<file path="src/rtl/nios2_sysid_info.sv">
// System-ID and uptime slave: read-only build identity, prescaled free-running
// counter with coherent 64-bit readout, control, sticky wrap status and scratch words.
module nios2_sysid_info #(
  parameter logic [31:0] ID_VALUE  = 32'd1521132484,
  parameter logic [31:0] TIMESTAMP = 32'd0,
  parameter int unsigned TICK_DIV  = 1,
  parameter int unsigned CNT_W     = 64
) (
  input  logic        clock,
  input  logic        reset,
  input  logic [2:0]  address,
  input  logic        read,
  input  logic        write,
  input  logic [31:0] writedata,
  input  logic [3:0]  byteenable,
  output logic [31:0] readdata,
  output logic        readdatavalid
);

  localparam int unsigned      PRE_W   = (TICK_DIV > 1) ? $clog2(TICK_DIV) : 1;
  localparam logic [PRE_W-1:0] PRE_MAX = PRE_W'(TICK_DIV - 1);

  typedef enum logic [2:0] {
    ADDR_ID     = 3'd0,
    ADDR_TS     = 3'd1,
    ADDR_UP_LO  = 3'd2,
    ADDR_UP_HI  = 3'd3,
    ADDR_CTRL   = 3'd4,
    ADDR_STATUS = 3'd5,
    ADDR_SCR0   = 3'd6,
    ADDR_SCR1   = 3'd7
  } addr_e;

  logic [PRE_W-1:0] pre_q, pre_d;
  logic [CNT_W-1:0] cnt_q, cnt_d;
  logic [31:0]      hi_q, hi_d;
  logic             run_q, run_d;
  logic             wrap_q, wrap_d;
  logic [31:0]      scr0_q, scr0_d;
  logic [31:0]      scr1_q, scr1_d;
  logic [31:0]      rdata_q, rdata_d;
  logic             rvalid_q, rvalid_d;

  addr_e       addr;
  logic [63:0] cnt_ext;
  logic        tick, wrap, wr_ctrl, clr;

  function automatic logic [31:0] be_merge(input logic [31:0] old_v,
                                           input logic [31:0] new_v,
                                           input logic [3:0]  be);
    logic [31:0] r;
    r = old_v;
    for (int i = 0; i < 4; i++) begin
      if (be[i]) r[8*i +: 8] = new_v[8*i +: 8];
    end
    return r;
  endfunction

  assign addr    = addr_e'(address);
  assign cnt_ext = 64'(cnt_q);
  assign tick    = run_q && (pre_q == PRE_MAX);
  assign wrap    = tick && (&cnt_q);
  assign wr_ctrl = write && (addr == ADDR_CTRL) && byteenable[0];
  assign clr     = wr_ctrl && writedata[1];

  always_comb begin
    // NOTE: every next-state signal takes its hold value first, so no path can infer a latch.
    pre_d    = pre_q;
    cnt_d    = cnt_q;
    hi_d     = hi_q;
    run_d    = run_q;
    wrap_d   = wrap_q;
    scr0_d   = scr0_q;
    scr1_d   = scr1_q;
    rdata_d  = rdata_q;
    rvalid_d = read;

    if (run_q) pre_d = tick ? '0 : pre_q + PRE_W'(1);
    if (tick)  cnt_d = cnt_q + CNT_W'(1);

    // A wrap on the same edge as a STATUS read must survive the read-clear.
    if (read && addr == ADDR_STATUS) wrap_d = 1'b0;
    if (wrap)                        wrap_d = 1'b1;

    if (clr) begin
      pre_d  = '0;
      cnt_d  = '0;
      wrap_d = 1'b0;
    end
    if (wr_ctrl) run_d = writedata[0];

    if (write && addr == ADDR_SCR0) scr0_d = be_merge(scr0_q, writedata, byteenable);
    if (write && addr == ADDR_SCR1) scr1_d = be_merge(scr1_q, writedata, byteenable);

    if (read) begin
      unique case (addr)
        ADDR_ID:     rdata_d = ID_VALUE;
        ADDR_TS:     rdata_d = TIMESTAMP;
        ADDR_UP_LO: begin
          rdata_d = cnt_ext[31:0];
          hi_d    = cnt_ext[63:32];
        end
        ADDR_UP_HI:  rdata_d = hi_q;
        ADDR_CTRL:   rdata_d = {31'b0, run_q};
        ADDR_STATUS: rdata_d = {31'b0, wrap_q};
        ADDR_SCR0:   rdata_d = scr0_q;
        ADDR_SCR1:   rdata_d = scr1_q;
        default:     rdata_d = '0;
      endcase
    end
  end

  // NOTE: sequential state uses non-blocking assignment so every register sees pre-edge values.
  always_ff @(posedge clock) begin
    if (reset) begin
      pre_q    <= '0;
      cnt_q    <= '0;
      hi_q     <= '0;
      run_q    <= 1'b1;
      wrap_q   <= 1'b0;
      scr0_q   <= '0;
      scr1_q   <= '0;
      rdata_q  <= '0;
      rvalid_q <= 1'b0;
    end else begin
      pre_q    <= pre_d;
      cnt_q    <= cnt_d;
      hi_q     <= hi_d;
      run_q    <= run_d;
      wrap_q   <= wrap_d;
      scr0_q   <= scr0_d;
      scr1_q   <= scr1_d;
      rdata_q  <= rdata_d;
      rvalid_q <= rvalid_d;
    end
  end

  assign readdata      = rdata_q;
  assign readdatavalid = rvalid_q;

endmodule

</file>
<file path="config.mk">
export PLATFORM = sky130hd
export DESIGN_NAME = nios2_sysid_info
export DESIGN_NICKNAME = d
export VERILOG_FILES = /design/src/rtl/nios2_sysid_info.sv
export SDC_FILE = /design/constraint.sdc
export NUM_CORES = 1
export LEC_CHECK = 0
export ABC_AREA = 1
export CAP_MARGIN = 20
export CORE_MARGIN = 2
export CORE_UTILIZATION = 37
export CTS_BUF_LIST = sky130_fd_sc_hd__clkbuf_4
export CTS_CLUSTER_SIZE = 24
export DETAILED_ROUTE_END_ITERATION = 8
export DONT_BUFFER_PORTS = 1
export GPL_ROUTABILITY_DRIVEN = 0
export HOLD_SLACK_MARGIN = 0.12
export MAX_ROUTING_LAYER = met4
export PLACE_DENSITY = 0.47
export RECOVER_POWER = 25
export REMOVE_ABC_BUFFERS = 1
export SYNTH_ARGS = -nofsm -noshare
export SYNTH_HDL_FRONTEND = slang
export SYNTH_SLANG_ARGS = --single-unit
</file>
<file path="constraint.sdc">
create_clock -name clock -period 2.1 [get_ports clock]
set_input_delay 0.315 -clock clock [delete_from_list [all_inputs] [get_ports clock]]
set_output_delay 0.315 -clock clock [all_outputs]
set_load 0.02 [all_outputs]
</file>
# Word level (Yosys, flattened, before mapping)
# Cells that the tools add are included.
# totals
register_bits,196
latch_bits,0
mem_bits_rw,0
rom_bits,0
in_bits,43
output_inout_bits,33
elab_cells,50
memories,0
# op_classes
n_addsub,2
multipliers,0
div,0
n_lt_le_gt_ge,0
n_eq_ne,7
shift,0
mux,4
bitwise,1
reduce_logical,21
# ops
operator,count
32-bit case mux with 8 select lines,1
64-bit by 1-bit adder with 64-bit output (second input constant),1
64-bit AND reduction,1
2-bit AND reduction,9
3-bit == test (second input constant),4
1-bit logical AND,8
3-bit by 2-bit == test with 1-bit output (second input constant),2
3-bit by 1-bit == test with 1-bit output (second input constant),1
3-bit zero test,1
1-bit two-way mux,3
2-bit nonzero test,1
2-bit OR reduction,1
1-bit adder (second input constant),1
1-bit inverter,1

# Longest topological paths before layout
# logic_depth
word_depth,5
depth_mapped,11
ltp_nobuf,11

# Least setup slack after synthesis
# No wires, ideal clock.
# synth_path
path_kind,register to register
startpoint,"register cnt_q[1], in the netlist cnt_ext[1]"
endpoint,"register cnt_q[60], in the netlist cnt_ext[60]"
setup_ps,115
arrival_ps,1346
path_slack_ps,639
path_stages_with_launch,11
synth_period_minus_slack_ps,1461
path_cell_list,dfxtp_1 > ha_1 > inv_1 > nor2_2 > nand2_1 > nor2_4 > nand2_2 > nor2_2 > nand3_1 > nand2_1 > nor2_1
# synth_between
elab_chain_cells,1
# synth_rtl
item,line,text
"start, declared",35,"logic [CNT_W-1:0] cnt_q, cnt_d;"
"start signal, assigned",127,cnt_q <= cnt_d;
64-bit by 1-bit adder with 64-bit output,79,if (tick) cnt_d = cnt_q + CNT_W'(1);
# Every way passes these cells.
# A chain may end at the register's enable or synchronous reset.

# Worst setup path after layout
# layout_path
startpoint,input address[1]
endpoint,"register rdata_q[5], in the netlist readdata[5]"
# layout_between
elab_chain_cells,2
elab_cells_between_ends,9
# layout_rtl
item,line,text
"start, declared",11,"input logic [2:0] address,"
3-bit == test (tied with other cells),96,unique case (addr)
32-bit case mux with 8 select lines *,96,
"end signal, assigned",133,rdata_q <= rdata_d;
"end, declared",41,"logic [31:0] rdata_q, rdata_d;"
# Mark *: on every way between the ends. The rest lies on a longest branch, timed or not.

==> impl_metrics.yaml <==
sta:
  slew_violations: 0
  fmax_mhz: 500
  min_period_ns: 2.00
  tns_ns: 0
  clock_skew_ns: 0.0396
  worst_slew_pin_slew_ns: 0.913
  max_slew_margin_pct: 39.0
  hold_violations: 0
  setup_viol: 0
  rsz0062_at_grt: "false"
  period_share_pct: 95.2
critical_path:
  endpoint_kind: "register"
  crit_path_max_fanout: 5
  crit_buf_inv: 4
  rr_startpoint: "cnt_ext[1]$_SDFFE_PP0P_"
  cpPeakStageDelay_ns: 0.61
  cp.required_ns: 2.68
  timing.rr.end: "wrap_q$_SDFFE_PP0P_"
  worstPathArrival_ns: 2.58
  cpLargestDelayFamily: "buffers and inverters"
  regToRegSetupSlack_ns: 0.19
  path_cells: "dlygate4sd3_1 > inv_2 > nor2_2 > nand2_1 > buf_4 > o21ai_1 > o21ai_0 > a21oi_1 > dlygate4sd3_1"
  path_class: "in2reg"
  rr_worst_depth: 8
  crit_top_cell: "dlygate4sd3_1"
  cp-start-kind: "input pin"
  cp_slowest_cell: "dlygate4sd3_1"
global_route:
  grt_pass1_wl_microns: 47300
  grt_antenna_before_repair: 2
  track_usage_pct: 24.4
  grt_max_degree: 49
  grt-ovfl-total: 0
  first_global_vias: 8250
yosys:
  synth_top_area_share_pct: 43.4
  synthSimpleGateAreaFrac_pct: 27.4
  ys_top_cells_by_area: "dfxtp_1 (43%), nand2_1 (9.7%), nor2_1 (9.5%)"
  yosys.area_share.xor_xnor_pct: 1.45
  synthArstFlopShare_pct: 0
  synth-compound-area-share_pct: 19.1
  ys_warn_count: 0
  synth_fa_ha_area_share_pct: 0.138
  syn_area_sq_mm: 0.00904
  yosysTopAreaCell: "dfxtp_1"
  synth_mux_area_share_pct: 0
  postSynthCellCount: 1307
  ys_ff_latch: 196
  synth-edff-count: 0
  synth_cell_type_count: 37
  synthFlopType: "dfxtp_1"
  yosysSeqAreaShare_pct: 43.4
  syn_avg_cell_area_sq_um: 6.92
  synth_top_family_by_area: "simple AND/OR/NAND/NOR gates"
clock_network:
  tritoncts: "done"
  cts_setup_buffers: 0
  cts.sinks: 196
  cts_buffers: 17
  ctsLongestPathBuffers: 2
  worstSkewPairLatency_ns: 0.61
  cts-root-buf: "clkbuf_4"
  htreeDepth: 4
  clk_pin_slew_ns: 0.22
final_layout:
  areaGrowthSynthToFinish_pct: 12.7
  layout-drive-gt1-share_pct: 7.96
  nNetsFinal: 1388
flow_run:
  max_cap_viol_count: 0
die:
  fp.coreArea_sq_mm: 0.0242
  die_width_microns: 160
  initial_core_util_pct: 37.4
  dieArea_sq_mm: 0.0257
  rows: 57
  die_h_microns: 160
  ioPinCount: 76
pwr:
  ir_drop_uv: 301
  p_total_w: 0.00652
  p_leak_nw: 3.57
  power_density_mw_per_mm2: 640
hold_path:
  hold_depth: 2
  holdCritStartpoint: "byteenable[3]"
  hold_path_class: "in2reg"
  worstHoldEndpoint: "scr1_q[31]$_SDFFE_PP0P_"
detailed_routing:
  first_pass_iters: 5
  routed_wl_microns: 30400
  drc_errors: 0
  drt_iter0_markers: 692
  drtAntennaViolNets: 0
  wl_per_cell_microns: 18.0
  vias_per_cell: 5.13
  vias: 8641
placed_design:
  hpwl_microns: 22400
  port-buffer-count: 0
outcome:
  status: "finished clean"
-- cells in the final DEF, fill, tap and decap left out, types with 2 or more instances in the layout --
cell           netlist  layout
nand2_1            233     232
nor2_1             229     229
dfxtp_1            196     196
o21ai_0            158     157
inv_1              127     128
a21oi_1            119     119
nand3_1             44      44
dlygate4sd3_1        0      41
buf_4                5      26
o22ai_1             20      20
clkbuf_4             0      18
nor2_2              17      17
nand4_1             16      16
xor2_1              14      14
nor3_1              14      14
a22oi_1             10      10
a31oi_1             10      10
nand2_2              8       9
nor2_4               9       9
inv_2                7       6
inv_6                0       6
clkinv_8             0       5
nor3b_1              4       4
buf_12               0       4
a41oi_1              3       3
o21ai_1              2       3
diode_2              0       2
nand3b_1             2       2
inv_12               0       2
-- per-stage QoR --
step                      cell area, sq um  hold WS, ns  util, %  setup WS, ns  cells
after global routing                 10200        0.131     42.2        0.0116   1683
after floorplan                       8780        0.384        -        0.0612   1253
after global placement                9450        0.387     39.1         0.224   1607
final                                10200        0.146     42.2         0.101   1683
after detailed placement              9450        0.389     39.1         0.222   1607
after CTS                            10200        0.123     42.1        0.0604   1681
-- sequential cells by signal, summed over array words and instances (netlist names) --
signal / flops
cnt_ext: 64
hi_q: 32
readdata: 32
scr0_q: 32
scr1_q: 32
pre_q: 1
readdatavalid: 1
run_q: 1
wrap_q: 1
-- routing by layer --
| layer | vias to the layer above | routed length, microns | GRT usage (%) |
|---|---|---|---|
| met2 | 206 | 13800 | 38.6 |
| met4 | 0 | 320 | 5.24 |
| li1 | 4332 | - | - |
| met1 | 4082 | 14900 | 33.4 |
| met5 | - | 0 | - |
| met3 | 21 | 1390 | 3.51 |
-- worst max-delay path by stage --
stage,startpoint,end,slack (ns),cells past startpoint
global placement,cnt_ext[32]$_SDFFE_PP0P_,cnt_ext[53]$_SDFFE_PP0P_,0.22,9
floorplan,address[1],hi_q[11]$_SDFFE_PP0P_,0.06,7
CTS,address[1],readdata[5]$_SDFFE_PP0P_,0.06,9
finish,address[1],readdata[5]$_SDFFE_PP0P_,0.10,9
global route,address[1],readdata[5]$_SDFFE_PP0P_,0.01,9
detailed placement,run_q$_SDFFE_PP1P_,wrap_q$_SDFFE_PP0P_,0.22,8
-- what timing repair did --
item,in CTS,in global routing
hold buffers,42,0
endpoints found under the hold margin,120,0
resized for setup,0,3
endpoints found under the setup margin,0,3
-- cell usage after synthesis, types with 2 or more instances --
| cell | number |
|---|---|
| nor2_2 | 17 |
| a22oi_1 | 10 |
| nor2_1 | 229 |
| nand2_1 | 233 |
| nand3b_1 | 2 |
| xor2_1 | 14 |
| dfxtp_1 | 196 |
| nor3b_1 | 4 |
| nor3_1 | 14 |
| a21oi_1 | 119 |
| nor2_4 | 9 |
| inv_1 | 127 |
| o21ai_1 | 2 |
| a31oi_1 | 10 |
| o21ai_0 | 158 |
| o22ai_1 | 20 |
| buf_4 | 5 |
| inv_2 | 7 |
| clkbuf_1 | 24 |
| nand4_1 | 16 |
| nand3_1 | 44 |
| a41oi_1 | 3 |
| buf_2 | 22 |
| nand2_2 | 8 |
| buf_6 | 2 |
-- cells by family after synthesis --
group,Yosys count
DFF,196
xor gates and xnor gates,15
adders and majority gates,1
buffers and inverters,189
and+or+nand+nor,580
AOI/OAI and AO/OA,326
-- power breakdown --
group	leakage (nW)	switching, W	internal, W
Sequential	1.59	0.0000679	0.00380
Combinational	1.82	0.000291	0.000168
Clock	0.165	0.00160	0.000594
-- area by class of cell --
class	count	area (sq um)
Antenna cell	2	5.00
Clock buffer	18	135
Clock inverter	14	178
Fill cell	2626	14000
Inverter	135	507
Multi-Input combinational cell	922	4350
Sequential cell	196	3920
Tap cell	324	405
Timing Repair Buffer	72	689
-- worst register-to-register path, stage by stage (launching register included) --
cell	delay, ns
dfxtp_1	0.44
ha_1	0.20
nand3_1	0.14
nor2_2	0.19
nand2_1	0.17
nor2_2	0.21
nand2_2	0.13
nand3b_1	0.25
a21oi_1	0.15
No activity file was read; power rests on OpenSTA's default activity.
